==> src/rtl/rf_wb_arbiter.sv <==
// Register-file writeback arbiter: merges ALU (A) and load/multicycle (M) writebacks
// onto one registered write port, with an optional post-reset zero-fill of x1..x31.
//
// state    | meaning
// ---------+-------------------------------------------------------------
// ST_CLEAR | zero-fill sweep of x1..x31, one write per cycle, no grants
// ST_RUN   | normal arbitration between sources A and M
module rf_wb_arbiter #(
  parameter bit CLEAR_ON_RESET = 1'b1,
  parameter bit FIXED_PRIO     = 1'b0
) (
  input  logic        clk,
  input  logic        rst_n,
  input  logic        a_valid,
  input  logic [4:0]  a_rd,
  input  logic [31:0] a_data,
  output logic        a_ready,
  input  logic        m_valid,
  input  logic [4:0]  m_rd,
  input  logic [31:0] m_data,
  output logic        m_ready,
  output logic        reg_write,
  output logic [4:0]  rd_addr,
  output logic [31:0] wb_data,
  output logic        busy,
  output logic [15:0] conflict_cnt
);

  typedef enum logic {ST_CLEAR = 1'b0, ST_RUN = 1'b1} state_t;

  state_t      state;
  state_t      state_nxt;
  logic        last_grant_m;
  logic        a_live;
  logic        m_live;
  logic        grant_a;
  logic        grant_m;
  logic        stall;
  logic        wr_en;
  logic [4:0]  wr_addr;
  logic [31:0] wr_data;

  always_ff @(posedge clk or negedge rst_n) begin
    if (!rst_n) begin
      state <= CLEAR_ON_RESET ? ST_CLEAR : ST_RUN;
    end else begin
      state <= state_nxt;
    end
  end

  // rd_addr doubles as the sweep pointer; the last sweep write is on the outputs when it reads 31
  always_comb begin
    state_nxt = state;
    if (state == ST_CLEAR && rd_addr == 5'd31) begin
      state_nxt = ST_RUN;
    end
  end

  always_comb begin
    a_live  = a_valid && (a_rd != 5'd0);
    m_live  = m_valid && (m_rd != 5'd0);
    grant_a = 1'b0;
    grant_m = 1'b0;
    a_ready = 1'b0;
    m_ready = 1'b0;
    stall   = 1'b0;
    wr_en   = 1'b0;
    wr_addr = a_rd;
    wr_data = a_data;
    if (state == ST_RUN) begin
      // A wins a conflict unless round-robin says M is owed the slot
      grant_a = a_live && (!m_live || FIXED_PRIO || last_grant_m);
      grant_m = m_live && !grant_a;
      a_ready = grant_a || (a_valid && a_rd == 5'd0);
      m_ready = grant_m || (m_valid && m_rd == 5'd0);
      stall   = (a_live && !grant_a) || (m_live && !grant_m);
      if (grant_a) begin
        wr_en   = 1'b1;
        wr_addr = a_rd;
        wr_data = a_data;
      end else if (grant_m) begin
        wr_en   = 1'b1;
        wr_addr = m_rd;
        wr_data = m_data;
      end
    end
  end

  always_ff @(posedge clk or negedge rst_n) begin
    if (!rst_n) begin
      reg_write    <= 1'b0;
      rd_addr      <= 5'd0;
      wb_data      <= 32'd0;
      busy         <= 1'b0;
      conflict_cnt <= 16'd0;
      last_grant_m <= 1'b1;
    end else begin
      busy <= (state_nxt == ST_CLEAR);
      if (state == ST_CLEAR) begin
        if (rd_addr != 5'd31) begin
          reg_write <= 1'b1;
          rd_addr   <= rd_addr + 5'd1;
          wb_data   <= 32'd0;
        end else begin
          reg_write <= 1'b0;
        end
      end else begin
        reg_write <= wr_en;
        if (wr_en) begin
          rd_addr      <= wr_addr;
          wb_data      <= wr_data;
          last_grant_m <= grant_m;
        end
        if (stall && conflict_cnt != 16'hFFFF) begin
          conflict_cnt <= conflict_cnt + 16'd1;
        end
      end
    end
  end

endmodule
==> config.mk <==
export PLATFORM = sky130hd
export DESIGN_NAME = rf_wb_arbiter
export DESIGN_NICKNAME = d
export VERILOG_FILES = /design/src/rtl/rf_wb_arbiter.sv
export SDC_FILE = /design/constraint.sdc
export NUM_CORES = 1
export LEC_CHECK = 0
export CAP_MARGIN = 25
export CORE_ASPECT_RATIO = 2
export CORE_UTILIZATION = 46
export CTS_BUF_LIST = sky130_fd_sc_hd__clkbuf_2 sky130_fd_sc_hd__clkbuf_4 sky130_fd_sc_hd__clkbuf_8
export DETAILED_ROUTE_END_ITERATION = 12
export PLACE_DENSITY = 0.87
export REMOVE_ABC_BUFFERS = 1
export SETUP_SLACK_MARGIN = 0.5
export SYNTH_ARGS = -nofsm -noshare
export SYNTH_HDL_FRONTEND = slang
export SYNTH_SLANG_ARGS = --single-unit
==> constraint.sdc <==
create_clock -name clk -period 4.1 [get_ports clk]
set_input_delay 0.615 -clock clk [delete_from_list [all_inputs] [get_ports clk]]
set_output_delay 0.615 -clock clk [all_outputs]
set_load 0.05 [all_outputs]
-- Word level (Yosys, flattened, before mapping)
Index checks and enable logic that the tools add are counted.
- register bits after elaboration: 57
- input port bits: 78
- output and inout port bits: 57
- logic and storage cells: 59
- $add $sub $neg: 2
- eq/ne operators: 4
- mux-type cells: 19
- bitwise operators: 2
- reduce and logical (&&, ||, !) cells: 25
- operators with widths (operator ; count):
    $mux 32 ; 5
    $mux 5 ; 5
    $add 16x1->16 const B ; 1
    $ne 16x16->1 const B ; 1
    $logic_and 1x1->1 ; 10
    $logic_not 5->1 ; 2
    $reduce_bool 5->1 ; 2
    $mux 1 ; 9
    $reduce_and 2->1 ; 3
    $add 5x1->5 const B ; 1
    $eq 5x5->1 const B ; 1
    $ne 5x5->1 const B ; 1
    $logic_or 1x1->1 ; 4
    $logic_not 1->1 ; 3
    $ne 2x1->1 const B ; 1
    $not 1->1 ; 2
    $reduce_bool 2->1 ; 1

-- Longest topological paths before layout
Gate-level depths: netlist of the first run.
- word-level depth: 13
- depth in mapped cells: 9
- gate-level depth less buffers: 8

-- Least setup slack after synthesis of the first run
OpenSTA, ideal clock, no wires.
- path type: input -> output
- from: input m_rd[1]
- to: output a_ready
- arrival time: 1.869 ns
- data required time: 3.485 ns
- setup slack: 1.616 ns
- stages on the path: 3
- buffers on the path: 0
- cell sequence: or4_4 > o21ai_4 > o311a_1
- cells in the longest elaborated chain, start to end: 7
- ends and longest elaborated chain (what ; line ; text):
    start, declared ; 19 ; input logic [4:0] m_rd,
    $reduce_bool 5->1 ; 61 ; m_live = m_valid && (m_rd != 5'd0);
    $logic_and 1x1->1 ; 61 ;
    $logic_not 1->1 ; 72 ; grant_a = a_live && (!m_live || FIXED_PRIO || last_grant_m);
    $logic_or 1x1->1 ; 72 ;
    $logic_and 1x1->1 ; 72 ;
    $logic_or 1x1->1 ; 74 ; a_ready = grant_a || (a_valid && a_rd == 5'd0);
    $mux 1 ; 70 ; if (state == ST_RUN) begin
    end, declared ; 17 ; output logic a_ready,
Every way passes these cells.

-- Final worst setup path of the first run
- from: input a_rd[1]
- to: output m_ready
- cells in the longest elaborated chain, start to end: 7
- ends and longest elaborated chain (what ; line ; text):
    start, declared ; 15 ; input logic [4:0] a_rd,
    $reduce_bool 5->1 ; 60 ; a_live = a_valid && (a_rd != 5'd0);
    $logic_and 1x1->1 ; 60 ;
    $logic_and 1x1->1 ; 72 ;
    $logic_not 1->1 ; 73 ; grant_m = m_live && !grant_a;
    $logic_and 1x1->1 ; 73 ;
    $logic_or 1x1->1 ; 75 ; m_ready = grant_m || (m_valid && m_rd == 5'd0);
    $mux 1 ; 70 ;
    end, declared ; 21 ; output logic m_ready,
Every way passes these cells.

==> impl_metrics.yaml, run 1 <==
outcome:
  status: "complete, no violations"
clock_network:
  cts.htree.levels: 3
  numCtsBuffers: 9
  clkSinkCount: 57
  ctsHoldBuffers: 0
  cts-root-buf: "clkbuf_8"
  cts_setup_buffers: 0
  path_clk_slew_ps: 60
  insertion_delay_ps: 330
  clk_path_buf_depth: 2
  cts_resized: 0
  cts_tree: "done"
floorplanning:
  start_util_pct: 48.1
  die_area_um2: 6730
  fp-row-count: 40
  die_width_um: 58.5
  coreArea_um2: 6110
  die_h_um: 115
  pin_count: 135
worst_setup_path:
  r2r_setup_slack_ps: 1760
  cp_num_buf_inv: 2
  timing_worst_setup_path_type: "in -> out"
  slowest_stage: "clkdlybuf4s50_1"
  cp_max_fo: 7
  slowest_delay_ps: 810
  arrival_ps: 2910
  critPathTopFamily: "buffers and inverters"
  cpMostUsedCell: "clkdlybuf4s50_1"
  start_kind: "input port"
  end_kind: "output port"
  required_ps: 3480
  crit_chain: "clkdlybuf4s50_1 > or4_4 > o211ai_4 > o211a_1 > clkdlybuf4s50_1"
cells_and_area:
  final_cell_mix: "133 x clkdlybuf4s50_1, 56 x dfrtp_1, 42 x nand4_1"
  area_growth_pct: 53.6
  design_area_um2: 4510
  drive_gt1_share_pct: 8.03
  layout_commonest_cell: "clkdlybuf4s50_1"
  n_antenna_cell: 0
  fillCellCount: 448
  multi_input_area_um2: 1380
  nNetsFinal: 487
  regArea_um2: 1430
pwr:
  p_leak_uw: 0.00192
  combPwrFrac_pct: 35.4
  switching_share_pct: 36.6
  power_switching_uw: 689
  power_frac_seq_pct: 36.9
  internal-power_uw: 1190
  clkPwrFrac_pct: 27.7
  power_per_cell_area_nw_per_um2: 417
  ir_drop_v: 0.000242
placed_design:
  hpwl_um: 6290
  io_buffers: 134
  gp_congestion: 0.950
  placed_cell_area_um2: 4310
sta:
  fmax_mhz: 284
  period_share_pct: 85.9
  fin_tns_setup_ps: 0
  relSlewSlack_pct: 40.8
  hold_viol: 0
  setup_viol: 0
  whs_ps: 432
  finClkSkew_ps: 9.52
  slew_violations: 0
  fin_crit_ps: 3520
  rsz0062_at_grt: "false"
  tightest_slew_ps: 881
routing:
  first_iter_violations: 256
  remaining_drc_errors: 0
  wl_um: 8500
  firstDrtPassIters: 4
  ant_nets: 0
  post_drt_wl_per_cell_um: 17.2
  routed-via-count: 2789
  via_per_inst: 5.63
global_route:
  grt_pass1_vias: 2727
  antenna_found_initial: 0
  grt_pass1_wl_um: 13400
  grt_max_degree: 58
  grtUsageTotal_pct: 26.9
  grt.overflow.total: 0
logic_synthesis:
  ys_seq_area_share_pct: 48.6
  yosysWarnings: 0
  netlist_area_um2: 2940
  synthArstFlopShare_pct: 100
  synth_ff_type: "dfrtp_1"
  ys_ff_latch: 57
  synth-edff-count: 0
  synthDistinctLibCells: 41
  synth_area_per_cell_um2: 10.7
  postSynthCellCount: 275
flow_run:
  max_cap_viol_count: 0
min_path:
  min_path_type: "in -> async"
==> logic make-up after synthesis <==
kind of cell,Yosys count,synth area share [%]
buffers and inverters,23,4.60
muxes,34,11.6
DFF,57,48.6
adders and majority gates,3,1.28
AOI/OAI and AO/OA,55,11.7
and+or+nand+nor,87,17.4
xor gates and xnor gates,16,4.77
==> cell usage after synthesis, drive strengths merged (2+ instances only) <==
| cell | count | area share [%] |
|---|---|---|
| xor2 | 2 | 0.60 |
| nor2 | 6 | 0.77 |
| a31oi | 4 | 0.85 |
| or4 | 2 | 0.77 |
| dfrtp | 56 | 48 |
| ha | 3 | 1.3 |
| clkbuf | 11 | 1.5 |
| a21oi | 3 | 0.51 |
| nand4 | 42 | 8.9 |
| buf | 8 | 2.6 |
| nand3 | 6 | 1.0 |
| o211ai | 3 | 1.4 |
| a211oi | 2 | 0.51 |
| xnor2 | 14 | 4.2 |
| inv | 4 | 0.51 |
| mux2i | 33 | 11 |
| nand2 | 12 | 1.5 |
| and3 | 10 | 2.1 |
| nor2b | 3 | 0.64 |
| o21ai | 38 | 6.9 |
==> through the flow <==
step / power (µW) / setup slack [ps] / std cells / utilization [%]
floorplan: 1080 / 393 / 256 / -
global placement: 1360 / 603 / 479 / 70.6
detailed placement: 1370 / 602 / 479 / 70.6
CTS: 1900 / 592 / 495 / 73.9
global route: 1960 / 540 / 495 / 73.9
finish: 1880 / 578 / 495 / 73.9
==> routing by layer <==
| layer | wire length (µm) | part of all wire (%) | vias to the layer above | global-route usage, % |
|---|---|---|---|---|
| li1 | - | - | 1296 | - |
| met3 | 344 | 4.0 | 22 | 4.95 |
| met2 | 4940 | 58 | 110 | 49.2 |
| met5 | 0 | 0 | - | 0 |
| met1 | 2940 | 35 | 1361 | 28.4 |
| met4 | 268 | 3.2 | 0 | 13.5 |
==> state kept, by name, indices dropped and copies added, names as in the netlist <==
| register | count |
|---|---|
| state | 1 |
| rd_addr | 5 |
| wb_data | 32 |
| conflict_cnt | 16 |
| reg_write | 1 |
| last_grant_m | 1 |
| busy | 1 |
==> worst paths after layout <==
kind,startpoint,to,cells past startpoint
min,rst_n,wb_data[0],2
max,a_rd[1],m_ready,5
max reg2reg,state,conflict_cnt[4],5
min reg2reg,conflict_cnt[14],conflict_cnt[14],1
max in group asynchronous,rst_n,wb_data[27],2
min in group clk,conflict_cnt[14],conflict_cnt[14],1
==> final cells by class <==
cell class / count / share of cell area [%]
clock buffer: 11 / 3.22
clock inverter: 5 / 1.22
inverter: 4 / 0.333
multi-input combinational: 195 / 30.5
sequential: 57 / 31.6
tap: 84 / 2.33
timing repair buffer: 139 / 30.7
==> power groups by stage <==
stage | Clock [µW] | Sequential (µW) | Combinational (µW)
after floorplan | 0 | 927 | 154
after global placement | 0 | 700 | 655
after detailed placement | 0 | 704 | 668
after CTS | 531 | 695 | 670
after global routing | 559 | 706 | 697
final | 522 | 695 | 666
(Power assumes the default switching activity.)
==> run 2: changes to the inputs <==
CORE_MARGIN = 3   (was not set)
==> run 2 against run 1 <==
  * Core utilization is 0.43 points higher
  * Highest routed layer unchanged
  * Largest power group unchanged
  * Maximum frequency rose by 0.89%
  * Critical path depth stayed put
  * Register-to-register slack got worse by 20 ps
  * Clock skew fell by 0.70 ps
  * Sequential power barely moved
  * Worst hold slack worse by 7.3 ps
  * Global-route usage is 2.4 points lower
  * Flip-flop and latch count unchanged
  * Final cell count increased by 0.20%
  * Sequential share of layout area down 0.18 points
  * Clock power grew 11%
==> impl_metrics.yaml, run 2 (same netlist as run 1, synthesis figures left out) <==
routing:
  post_drt_wl_per_cell_um: 17.9
  via_per_inst: 5.61
  routed-via-count: 2785
  firstDrtPassIters: 5
  first_iter_violations: 145
  ant_nets: 0
  remaining_drc_errors: 0
  wl_um: 8890
cells_and_area:
  fin_util_pct: 74.3
  layout_commonest_cell: "clkdlybuf4s50_1"
  nNetsFinal: 488
  design_area_um2: 4540
  final_cell_mix: "133 x clkdlybuf4s50_1, 56 x dfrtp_1, 42 x nand4_1"
  top_register: "wb_data"
  drive_gt1_share_pct: 8.25
  largest_reg_flops: 32
  multi_input_area_um2: 1380
  reg_top3: "wb_data x32, conflict_cnt x16, rd_addr x5"
  fillCellCount: 454
  area_growth_pct: 54.5
  n_antenna_cell: 0
  regArea_um2: 1430
floorplanning:
  fp-row-count: 40
  die_area_um2: 7440
  coreArea_um2: 6110
  pin_count: 135
  start_util_pct: 48.1
  die_h_um: 119
  die_width_um: 62.5
global_route:
  grt_pass1_wl_um: 14400
  grt.overflow.total: 0
  grtUsageTotal_pct: 24.5
  antenna_found_initial: 0
  grt_pass1_vias: 2917
  grt_max_degree: 58
worst_setup_path:
  crit_chain: "clkdlybuf4s50_1 > or4_4 > o211ai_4 > o211a_1 > clkdlybuf4s50_1"
  worstRegToRegCells: 8
  timing_worst_setup_path_type: "in -> out"
  r2r_start: "rd_addr[0]"
  arrival_ps: 2880
  required_ps: 3480
  end_kind: "output port"
  timing.rr.end: "rd_addr[0]"
  cp_max_fo: 7
  setup.worst_path.start: "a_rd[0]"
  slowest_delay_ps: 810
  crit_path_end: "m_ready"
  start_kind: "input port"
  slowest_stage: "clkdlybuf4s50_1"
  cpMostUsedCell: "clkdlybuf4s50_1"
  r2r_setup_slack_ps: 1740
clock_network:
  clkSinkCount: 57
  clk_path_buf_depth: 2
  path_clk_slew_ps: 70
  cts.htree.levels: 3
  cts_resized: 0
  insertion_delay_ps: 330
  ctsHoldBuffers: 0
  cts_tree: "done"
  cts-root-buf: "clkbuf_8"
  cts_setup_buffers: 0
  numCtsBuffers: 9
sta:
  relSlewSlack_pct: 39.4
  setup_viol: 0
  fin_tns_setup_ps: 0
  period_share_pct: 85.1
  slew_violations: 0
  rsz0062_at_grt: "false"
  hold_viol: 0
  tightest_slew_ps: 901
  fmax_mhz: 286
  finClkSkew_ps: 8.81
  whs_ps: 425
  fin_crit_ps: 3490
placed_design:
  io_buffers: 134
  gp_congestion: 0.930
  hpwl_um: 6600
  placed_cell_area_um2: 4320
pwr:
  power_per_cell_area_nw_per_um2: 429
  ir_drop_v: 0.000306
  p_leak_uw: 0.00194
min_path:
  min_path_type: "in -> async"
outcome:
  status: "complete, no violations"
flow_run:
  max_cap_viol_count: 0
run 2: power breakdown:
part | internal (µW) | switching, µW | total [µW]
logic | 260 | 408 | 668
clock network | 369 | 212 | 581
registers | 632 | 64.6 | 696
total | 1260 | 685 | 1950
run 2: stage by stage:
stage | std cells | total power [µW] | worst slack (ps)
CTS | 496 | 1960 | 599
global route | 496 | 2020 | 531
floorplan | 256 | 1080 | 393
finish | 496 | 1950 | 609
global placement | 480 | 1360 | 617
detailed placement | 480 | 1370 | 614
run 2: routing by layer:
layer  track usage [%]  share of wire (%)
met5                 0                  0
met4              13.1                4.0
met3              5.66                4.6
met2              44.9                 57
met1              25.0                 35
run 2: worst max-delay path, delay by kind of cell:
family / cells / cell delay (ps)
buf+inv: 2 / 1240
simple gates: 1 / 580
compound gates: 2 / 430
run 2: worst min path at each step:
stage	depth (start not counted)	slack [ps]	from	endpoint
2_1_floorplan	0	320	rst_n	busy
3_3_place_gp	1	490	conflict_cnt[6]	conflict_cnt[6]
3_5_place_dp	1	490	conflict_cnt[6]	conflict_cnt[6]
4_1_cts	2	450	rst_n	reg_write
5_1_grt	2	470	rst_n	reg_write
6_report	2	420	rst_n	reg_write
run 2: final cells by class:
| cell class | instances | share of cell area [%] |
|---|---|---|
| Inverter | 4 | 0.331 |
| Clock inverter | 3 | 1.43 |
| Multi-Input combinational cell | 195 | 30.4 |
| Timing Repair Buffer | 140 | 30.7 |
| Tap cell | 84 | 2.32 |
| Clock buffer | 13 | 3.39 |
| Sequential cell | 57 | 31.5 |
==> run 3: changes to the inputs <==
CAP_MARGIN = 10   (was 25)
SKIP_CTS_REPAIR_TIMING = 1   (was not set)
==> results of run 3 <==
Same layout as run 2: the final DEF is identical, and so are final timing and power.
==> variant: new RTL, settings of run 2 <==
`FIXED_PRIO`: 1'b0 -> 1'b1.
--- a/src/rtl/rf_wb_arbiter.sv
+++ b/src/rtl/rf_wb_arbiter.sv
@@ -7,7 +7,7 @@
 // ST_RUN   | normal arbitration between sources A and M
 module rf_wb_arbiter #(
   parameter bit CLEAR_ON_RESET = 1'b1,
-  parameter bit FIXED_PRIO     = 1'b0
+  parameter bit FIXED_PRIO     = 1'b1
 ) (
   input  logic        clk,
   input  logic        rst_n,
Function: same outputs for any inputs over 10 cycles, from zero or initial values and one cycle with rst_n low; that may be too few to reach the edited logic, so the function may still have changed.
==> variant against run 2 <==
  * Clock skew decreased by 0.0029 ns
  * Routed wire length decreased by 7.0%
  * Worst setup slack improved by 0.014 ns
  * Cell area decreased by 8.0%
  * Synthesized area decreased by 7.7%
  * Worst hold slack got worse by 0.12 ns
  * Via count decreased by 8.7%
  * Global-route usage increased by 0.35 points
  * Fmax increased by 0.39%
  * Power decreased by 16%
  * Sequential cell count decreased by 1
  * Critical endpoint unchanged
==> variant: results (changes against run 2) <==
[status]
status=complete, no violations  ; unchanged

[sta]
tightest_slew_ns=0.6296  ; was 0.9014 ns
fin_worst_skew_ns=0.005912  ; was 0.008812 ns

[synth]
yosysSeqAreaShare_pct=51.66  ; was 48.59%
synth_cell_type_count=39  ; was 41
avgSynthCellArea_sq_um=10.05  ; was 10.68 sq um
muxShareOfSynthArea_pct=1.245  ; was 11.63%
synth-compound-area-share_pct=21.40  ; was 11.71%
synthTopCellsByArea=dfrtp_1, a22oi_1, o21ai_1  ; was dfrtp_1, mux2i_1, nand4_1

[clock_tree]
ctsHtreeMaxLevel=2  ; was 3
numCtsBuffers=5  ; was 9

[pwr]
combPwrFrac_pct=37.2  ; was 34.4%
power_leakage_nw=1.846  ; was 1.939 nW
pwr-share-seq_pct=40.6  ; was 35.8%
finalPower_w=0.001644  ; was 0.001945 W

[finish]
syn_to_final_growth_pct=53.92  ; was 54.47%
clkCellAreaFrac_pct=2.667  ; was 4.825%
multi_input_area_share_pct=26.07  ; was 30.36%
nMultiInputCombCells=164  ; was 195
inverters_excl_clock=37  ; was 4
layout-drive-gt1-share_pct=6.468  ; was 8.252%
final_nets=482  ; was 488

[global_routing]
grt_start_max_net_pins=34  ; was 58
track_usage_pct=24.81  ; was 24.46%
grt_pass1_wl_um=12860  ; was 14390 um

[worst_setup_path]
arrival_ns=2.86  ; was 2.88 ns
critPathMaxFanout=10  ; was 7

[route]
wl_per_cell_um=17.86  ; was 17.93 um
vias=2544  ; was 2785

[placed_design]
dp_hpwl_um=6453  ; was 6600 um
dpl_cell_area_sq_mm=0.004064  ; was 0.004319 sq mm

==> variant: cell types whose count changed after synthesis, moves of 4 or more <==
cell            run 2  this run
nand4_1            42         3
mux2i_1            33         0
inv_1               4        36
a22oi_1             0        31
xnor2_1            14         4
xor2_1              2        11
nor3_1              1         9
o21ai_0            10         5
a31oi_1             4         0
and3_1             10         6
==> variant: worst paths after layout <==
kind	startpoint	endpoint	slack (ns)	cells past startpoint
min	rst_n	wb_data[8]	0.30	1
max reg2reg	state	conflict_cnt[15]	1.81	5
min in group clk	conflict_cnt[8]	conflict_cnt[8]	0.50	1
min reg2reg	conflict_cnt[8]	conflict_cnt[8]	0.50	1
max in group asynchronous	rst_n	conflict_cnt[0]	2.97	2
max	a_rd[1]	m_ready	0.62	5
==> variant: per-layer routing <==
layer  GRT usage, %  wire [um]  up-vias
met3          3.160        358       24
met5              0          0        -
met1          26.23       2845     1231
li1               -          -     1203
met4          11.54        280        0
met2          45.88       4786       86
